`src/rtl/jtframe_st_dump_pkg.sv`:
```
// Shared definitions for the status-bus dumper: FSM states, ASCII constants
// and the nibble-to-hex-character helper.
package jtframe_st_dump_pkg;
  typedef enum logic [2:0] {
    S_IDLE, S_SETTLE, S_CAPTURE, S_HI, S_LO, S_SP, S_CR, S_LF
  } state_t;

  localparam logic [7:0] ASC_SP = 8'h20;
  localparam logic [7:0] ASC_CR = 8'h0D;
  localparam logic [7:0] ASC_LF = 8'h0A;
  localparam logic [7:0] ASC_0  = 8'h30;
  localparam logic [7:0] ASC_A  = 8'h41;

  function automatic logic [7:0] hex_char(input logic [3:0] n);
    return (n < 4'd10) ? ASC_0 + {4'h0, n} : ASC_A + {4'h0, n} - 8'd10;
  endfunction
endpackage

```
`src/rtl/jtframe_uart_tx_byte.sv`:
```
// 8N1 UART transmitter, LSB first. One byte per load; ready is high only while idle.
module jtframe_uart_tx_byte #(
  parameter int CLK_DIV = 434
) (
  input  logic       clk,
  input  logic       rst,
  input  logic       load,
  input  logic [7:0] din,
  output logic       ready,
  output logic       tx
);
  localparam int CW = $clog2(CLK_DIV);
  localparam logic [CW-1:0] RELOAD = CW'(CLK_DIV - 1);

  logic [CW-1:0] cnt;
  logic [3:0]    bitn;
  logic [8:0]    sh;
  logic          active;

  assign ready = ~active;

  // sh holds the bits still to go out after the start bit: 8 data + stop
  always_ff @(posedge clk or posedge rst) begin
    if (rst) begin
      active <= 1'b0;
      tx     <= 1'b1;
      cnt    <= '0;
      bitn   <= '0;
      sh     <= '1;
    end else if (!active) begin
      if (load) begin
        active <= 1'b1;
        tx     <= 1'b0;
        sh     <= {1'b1, din};
        bitn   <= 4'd9;
        cnt    <= RELOAD;
      end
    end else if (cnt == '0) begin
      cnt <= RELOAD;
      if (bitn == 4'd0) begin
        active <= 1'b0;
        tx     <= 1'b1;
      end else begin
        tx   <= sh[0];
        sh   <= {1'b1, sh[8:1]};
        bitn <= bitn - 4'd1;
      end
    end else begin
      cnt <= cnt - 1'b1;
    end
  end
endmodule

```
`src/rtl/jtframe_st_dump.sv`:
```
// Sweeps the status bus on request and streams each byte as "HH " over UART,
// terminating the line with CR LF.
module jtframe_st_dump
  import jtframe_st_dump_pkg::*;
#(
  parameter int         CLK_DIV    = 434,
  parameter logic [7:0] ADDR_FIRST = 8'h00,
  parameter logic [7:0] ADDR_LAST  = 8'hFF,
  parameter int         SETTLE     = 3
) (
  input  logic       clk,
  input  logic       rst,
  input  logic       start,
  input  logic [7:0] st_dout,
  output logic [7:0] st_addr,
  output logic       uart_tx,
  output logic       busy,
  output logic       done
);
  localparam int SW = $clog2(SETTLE);
  localparam logic [SW-1:0] SRELOAD = SW'(SETTLE - 1);

  state_t        state, nxt;
  logic          startl, sent, ready, load, adv, is_tx;
  logic [7:0]    data, tx_byte;
  logic [SW-1:0] scnt;

  jtframe_uart_tx_byte #(.CLK_DIV(CLK_DIV)) u_tx (
    .clk   (clk),
    .rst   (rst),
    .load  (load),
    .din   (tx_byte),
    .ready (ready),
    .tx    (uart_tx)
  );

  // A TX state loads once (sent=0), then advances when the byte has fully gone out
  always_comb begin
    nxt     = state;
    tx_byte = ASC_SP;
    is_tx   = 1'b0;
    case (state)
      S_IDLE:    if (start && !startl) nxt = S_SETTLE;
      S_SETTLE:  if (scnt == '0) nxt = S_CAPTURE;
      S_CAPTURE: nxt = S_HI;
      S_HI:      begin is_tx = 1'b1; tx_byte = hex_char(data[7:4]); end
      S_LO:      begin is_tx = 1'b1; tx_byte = hex_char(data[3:0]); end
      S_SP:      begin is_tx = 1'b1; tx_byte = ASC_SP; end
      S_CR:      begin is_tx = 1'b1; tx_byte = ASC_CR; end
      S_LF:      begin is_tx = 1'b1; tx_byte = ASC_LF; end
      default:   nxt = S_IDLE;
    endcase
    load = is_tx && ready && !sent;
    adv  = is_tx && ready && sent;
    if (adv) begin
      case (state)
        S_HI:    nxt = S_LO;
        S_LO:    nxt = S_SP;
        S_SP:    nxt = (st_addr == ADDR_LAST) ? S_CR : S_SETTLE;
        S_CR:    nxt = S_LF;
        default: nxt = S_IDLE;
      endcase
    end
    done = (state == S_LF) && adv;
    busy = (state != S_IDLE) && !done;
  end

  always_ff @(posedge clk or posedge rst) begin
    if (rst) begin
      state   <= S_IDLE;
      startl  <= 1'b0;
      sent    <= 1'b0;
      data    <= '0;
      scnt    <= '0;
      st_addr <= ADDR_FIRST;
    end else begin
      state  <= nxt;
      startl <= start;
      if (load)     sent <= 1'b1;
      else if (adv) sent <= 1'b0;
      case (state)
        S_IDLE: if (nxt == S_SETTLE) begin
          st_addr <= ADDR_FIRST;
          scnt    <= SRELOAD;
        end
        S_SETTLE:  if (scnt != '0) scnt <= scnt - 1'b1;
        S_CAPTURE: data <= st_dout;
        // Compare before increment so ADDR_LAST=8'hFF never wraps
        S_SP: if (adv && st_addr != ADDR_LAST) begin
          st_addr <= st_addr + 8'd1;
          scnt    <= SRELOAD;
        end
        default: ;
      endcase
    end
  end
endmodule

```
`config.mk`:
```
export PLATFORM = sky130hd
export DESIGN_NAME = jtframe_st_dump
export DESIGN_NICKNAME = d
export VERILOG_FILES = /design/src/rtl/jtframe_st_dump_pkg.sv /design/src/rtl/jtframe_uart_tx_byte.sv /design/src/rtl/jtframe_st_dump.sv
export SDC_FILE = /design/constraint.sdc
export NUM_CORES = 1
export LEC_CHECK = 0
export CAP_MARGIN = 30
export CORE_UTILIZATION = 40
export DETAILED_ROUTE_END_ITERATION = 6
export PLACE_DENSITY_LB_ADDON = 0.05
export SLEW_MARGIN = 10
export SYNTH_ARGS = -nofsm -noshare
export SYNTH_HDL_FRONTEND = slang
export SYNTH_HIERARCHICAL = 1
export SYNTH_SLANG_ARGS = --single-unit
```
`constraint.sdc`:
```
create_clock -name clk -period 2.7 [get_ports clk]
set_input_delay 0.54 -clock clk [delete_from_list [all_inputs] [get_ports clk]]
set_output_delay 0.54 -clock clk [all_outputs]
set_load 0.02 [all_outputs]
```
# After elaboration in Yosys (flattened, before gate mapping)
# Index checks and enable logic that the tools add are counted.
# word_totals
in_bits	11
reg_bits	47
output_inout_bits	11
# op_classes
muxes	38
n_lt_le_gt_ge	2
eq_ne	15
addsub	10
reduce_logical	25
n_bitwise	1
# op_table
cell	count
$mux W9	7
$mux W8	4
$pmux W8 S4	1
$add A7 B4 Y8 const A	2
$mux W4	4
$pmux W8 S2	1
$sub A8 B4 Y8 const B	2
$add A6 B4 Y7 const A	2
$eq A3 B3 Y1 const B	4
$mux W3	4
$pmux W3 S4	1
$mux W1	11
$ne A2 B2 Y1 const B	5
$logic_not A9 Y1	1
$pmux W3 S3	1
$sub A9 B1 Y9 const B	1
$add A8 B1 Y8 const B	1
$eq A8 B8 Y1 const B	1
$lt A4 B4 Y1 const B	2
$ne A8 B8 Y1 const B	1
$reduce_bool A2 Y1	4
$logic_and A1 B1 Y1	7
$eq A3 B1 Y1 const B	2
$eq A3 B2 Y1 const B	2
14 further kinds	20

# Logic depth before layout (Yosys ltp)
# Gate-level depths: netlist (run 1).
# logic_depth
ltp_word	9
ltp_mapped	9
ltp_nobuf	8

# Hierarchy
# The synthesis (run 1) kept the hierarchy.
# by_module_without_submodules
mod	area_each_um2	cells_per_inst	instances	seq_area_each_um2
jtframe_st_dump	1481.4	174	1	575.6
jtframe_uart_tx_byte	1169.9	121	1	586.8

# Worst setup path after synthesis (run 1)
# OpenSTA, ideal clock, no wires.
# synth_timing
kind	flip-flop to flip-flop
start	reg u_tx.cnt[0]
end	reg u_tx.bitn[2]
synth_period_minus_slack_ns	2.125
path_buffers	2
slack_ns	0.575
arrival_ns	2.061
required_ns	2.636
path_stages_with_launch	9
path_cell_list	dfrtp_1 inv_1 ha_1 or3b_1 clkbuf_1 or4_1 buf_6 nor3b_2 a21o_1
# synth_via
elab_chain_cells	3
# synth_rtl
item	line_no	source
start, declared	jtframe_uart_tx_byte.sv:15	logic [CW-1:0] cnt;
start signal, assigned	jtframe_uart_tx_byte.sv:49	cnt <= cnt - 1'b1;
$logic_not A9 Y1	jtframe_uart_tx_byte.sv:38	end else if (cnt == '0) begin
$ne A2 B2 Y1 (no source line)	-	
$reduce_and A3 Y1 (no source line)	-	
end signal, assigned	jtframe_uart_tx_byte.sv:46	bitn <= bitn - 4'd1;
end, declared	jtframe_uart_tx_byte.sv:16	logic [3:0] bitn;
# No other way between the ends.
# A chain may end at the register's enable or synchronous reset.

# Worst setup path after layout (run 1)
# layout_timing
start	reg state[0]
end	out done
# layout_via
elab_chain_cells	6
# layout_rtl
item	line_no	source
start, declared	jtframe_st_dump.sv:23	state_t state, nxt;
start signal, assigned	jtframe_st_dump.sv:77	state <= nxt;
$eq A3 B3 Y1, or another cell as far along	jtframe_st_dump.sv:42, jtframe_st_dump.sv:64	
$reduce_or A5 Y1 (no source line)	-	
$mux W1	jtframe_st_dump.sv:42	case (state)
$logic_and A1 B1 Y1 (2 in series)	jtframe_st_dump.sv:54	adv = is_tx && ready && sent;
$logic_and A1 B1 Y1 (*)	jtframe_st_dump.sv:64	done = (state == S_LF) && adv;
end, declared	jtframe_st_dump.sv:18	output logic done
# Mark *: on every way between the ends. The rest lies on a longest branch, timed or not.

==> impl_results.md, run 1 <==
- Crit-path leading delay family: buffers and inverters
- Post-synthesis sequential area ratio: 43.8%
- Post-synth EDFFs: 0
- Post-CTS setup buffer count: 0
- Setup TNS: 0 ns
- Post-Syn Instances: 295
- Crit Path Category: reg -> out
- Tmin final: 2.40 ns
- DR vias: 2177
- Routed Antenna Nets: 0
- Path depth of the worst reg2reg path: 6
- ANT cells: 0
- CTS tree: done
- Die H: 83.4 um
- CP bufs+invs: 1
- Largest family of logic cells by synthesized area: compound AO/OA/AOI/OAI gates
- Worst setup margin: 0.296 ns
- Final setup viols: 0
- Worst skew pair latency: 0.31 ns
- Finished Cell Area: 3090 um^2
- Layout Nets: 342
- Setup slack on the worst flop-to-flop path: 0.48 ns
- Vias in the first global route: 2069
- Commonest non-fill, non-tap cells in the layout: nor2_1 (41), dfrtp_1 (37), o21ai_0 (32)
- Iter 0 DRT Violations: 106
- Adder-cell share of the synthesized area: 3.30%
- Avg WL per Cell: 14.3 um
- Row cnt: 29
- Hold Crit Start: scnt[0]$_DFFE_PP0P_
- DRC viols: 0
- Slew Limit Fails: 0
- Most common cell after layout, fill and taps aside: nor2_1
- Vias per cell: 5.42
- VDD IR max: 0.241 mV
- Hold Crit Class: reg -> reg
- Syn-to-layout area delta: 16.5%
- Buffers on Ports: 21
- Post-Syn Area: 2650 um^2
- First-pass iteration count of the detailed router: 4
- Final wirelength: 5760 um
- Reg-to-reg startpoint: u_tx/cnt[0]$_DFFE_PP0P_
- Max-cap viol count: 0
- Fin crit share: 89.0%
- Slew HR: 52.5%
- Largest net degree at the start of global routing: 24
- Crit path cell chain: nand2_1, nor3_1, clkdlybuf4s50_1
- CP peak stage delay: 0.66 ns
- Global placer's final weighted congestion: 0.767
- Synth Register Bits: 46
- GRT Total Usage: 18.1%
- CP Max Fanout: 6
- Unrepaired setup endpoints after global routing: no
- Core area: 6390 um^2
- I/O pin count: 22
- Post-synthesis mux area share: 1.84%
- Clk buf depth: 2
- Total CTS buffers: 5
- Total Power: 1.33 mW
- Synth cell types: 63
- Post-cts sizing count: 0
- Hold Path Depth: 1
- Hold Path End: scnt[0]$_DFFE_PP0P_
- Startpoint Class: register
- Starting Density: 41.5%
- Clk slew on worst S/H paths: 0.09 ns
- Syn nets: 313
- CP endpoint kind: primary output
- CTS H-Tree Depth: 2
- Async set-or-reset flop fraction in the synthesized netlist: 100%
- LEAKAGE: 1.32 nW
- Post-synthesis compound-gate area fraction: 23.3%
- Synth Area in Simple Gates: 21.1%
- Hold Vio Cnt, Final: 0
- Placement Setup Slack: 0.533 ns
- P per Cell Area: 430 nW/um^2
- WP data required: 2.16 ns
- R2r endpoint: u_tx/bitn[2]$_DFFE_PP0P_
- Share of cells above drive strength 1: 13.5%
- Hold WS: 0.486 ns
- Worst clock skew: 0.0122 ns
- Root Buffer: clkbuf_8
- Arr. time, crit path: 1.86 ns
- Area after DPL: 2980 um^2
- Filler Cells Inserted: 632
- FMAX: 0.416 GHz
- Hold buffers post-CTS: 0
- First-pass GRT wire length: 10100 um
- Final HPWL DP: 4050 um
- Post-Synth XOR/XNOR Area: 0.991%
- Slowest cell on crit path: clkdlybuf4s50_1
- Ys flop type: dfrtp_1
- Yosys warns: 6
- Die Wd: 83.4 um
- Status: finished, final reports clean
- Initial antenna violation count: 0
- Remaining Overflow, GRT: 0
- Clock sink count: 46
- Syn Area/Cell: 8.99 um^2
- Die ar.: 6960 um^2
- Slew @ Worst Pin: 0.706 ns
final cells by class:
cell class / instances / area (um^2) / share of cell area, %
clock buffers: 5 / 68.8 / 2.23
flip-flops and latches: 46 / 1160 / 37.6
clock inverters: 3 / 43.8 / 1.42
inverters: 20 / 75.1 / 2.43
multi-input cells: 218 / 1340 / 43.5
well taps: 77 / 96.3 / 3.12
repair buffers: 33 / 300 / 9.72
worst max path at each step:
| stage | start | cells past startpoint | endpoint | slack [ns] |
|---|---|---|---|---|
| detailed placement | u_tx/cnt[0]$_DFFE_PP0P_ | 6 | u_tx/bitn[2]$_DFFE_PP0P_ | 0.53 |
| CTS | state[0]$_DFF_PP0_ | 3 | done | 0.27 |
| global placement | u_tx/cnt[0]$_DFFE_PP0P_ | 6 | u_tx/bitn[2]$_DFFE_PP0P_ | 0.56 |
| global route | state[0]$_DFF_PP0_ | 3 | done | 0.13 |
| floorplan | u_tx/cnt[0]$_DFFE_PP0P_ | 8 | u_tx/bitn[2]$_DFFE_PP0P_ | 0.57 |
| finish | state[0]$_DFF_PP0_ | 3 | done | 0.30 |
Yosys cell counts (7+ instances only):
cell	count	area, um^2
nand2_1	22	82.6
dfrtp_1	37	926
nor2_1	41	154
ha_1	7	87.6
dfstp_2	9	236
a21oi_1	15	75.1
o21ai_0	32	160
nand3_1	7	35.0
inv_1	19	71.3
a31oi_1	7	43.8
o22ai_1	8	50.1
metal layers:
layer	up-vias	share of wire [%]	GRT usage [%]
li1	1114	-	-
met4	0	0.94	5.08
met1	1021	50	25.4
met3	5	3.2	3.48
met2	37	46	28.4
met5	-	0	0
logic make-up after synthesis:
logic type | after synthesis
adder cells (fa/ha/maj) | 7
multiplexers | 4
other | 1
flip-flops | 46
AND/OR/NAND/NOR | 110
XOR/XNOR | 3
AO/OA/AOI/OAI | 93
buffers and inverters | 31
report_power, final:
group / total (mW) / leakage [nW] / switching [mW] / internal, mW
clock: 0.535 / 0.0585 / 0.258 / 0.278
combinational: 0.0730 / 0.751 / 0.0383 / 0.0347
sequential: 0.721 / 0.509 / 0.0107 / 0.711
through the flow:
step | util (%) | std cells
after floorplan | - | 295
after global placement | 46.6 | 394
after detailed placement | 46.6 | 394
after CTS | 48.4 | 402
after global routing | 48.4 | 402
final | 48.4 | 402
state kept, by name (all words and copies together), names as in the netlist:
| name | flops |
|---|---|
| startl | 1 |
| u_tx/sh | 8 |
| sent | 1 |
| st_addr | 8 |
| state | 3 |
| scnt | 2 |
| u_tx/cnt | 9 |
| data | 8 |
| u_tx/tx | 1 |
| u_tx/active | 1 |
| u_tx/bitn | 4 |
Note: power is estimated with default switching activity, not from simulation.
==> inputs of run 2 (changes only) <==
HOLD_SLACK_MARGIN = 0.06   (was unset)
==> results of run 2 <==
Final layout, timing and power as in run 1 (identical DEF).
==> inputs of run 3 (changes only) <==
CTS_CLUSTER_DIAMETER = 40   (was unset)
==> results of run 3 <==
Final layout, timing and power as in run 1 (identical DEF).
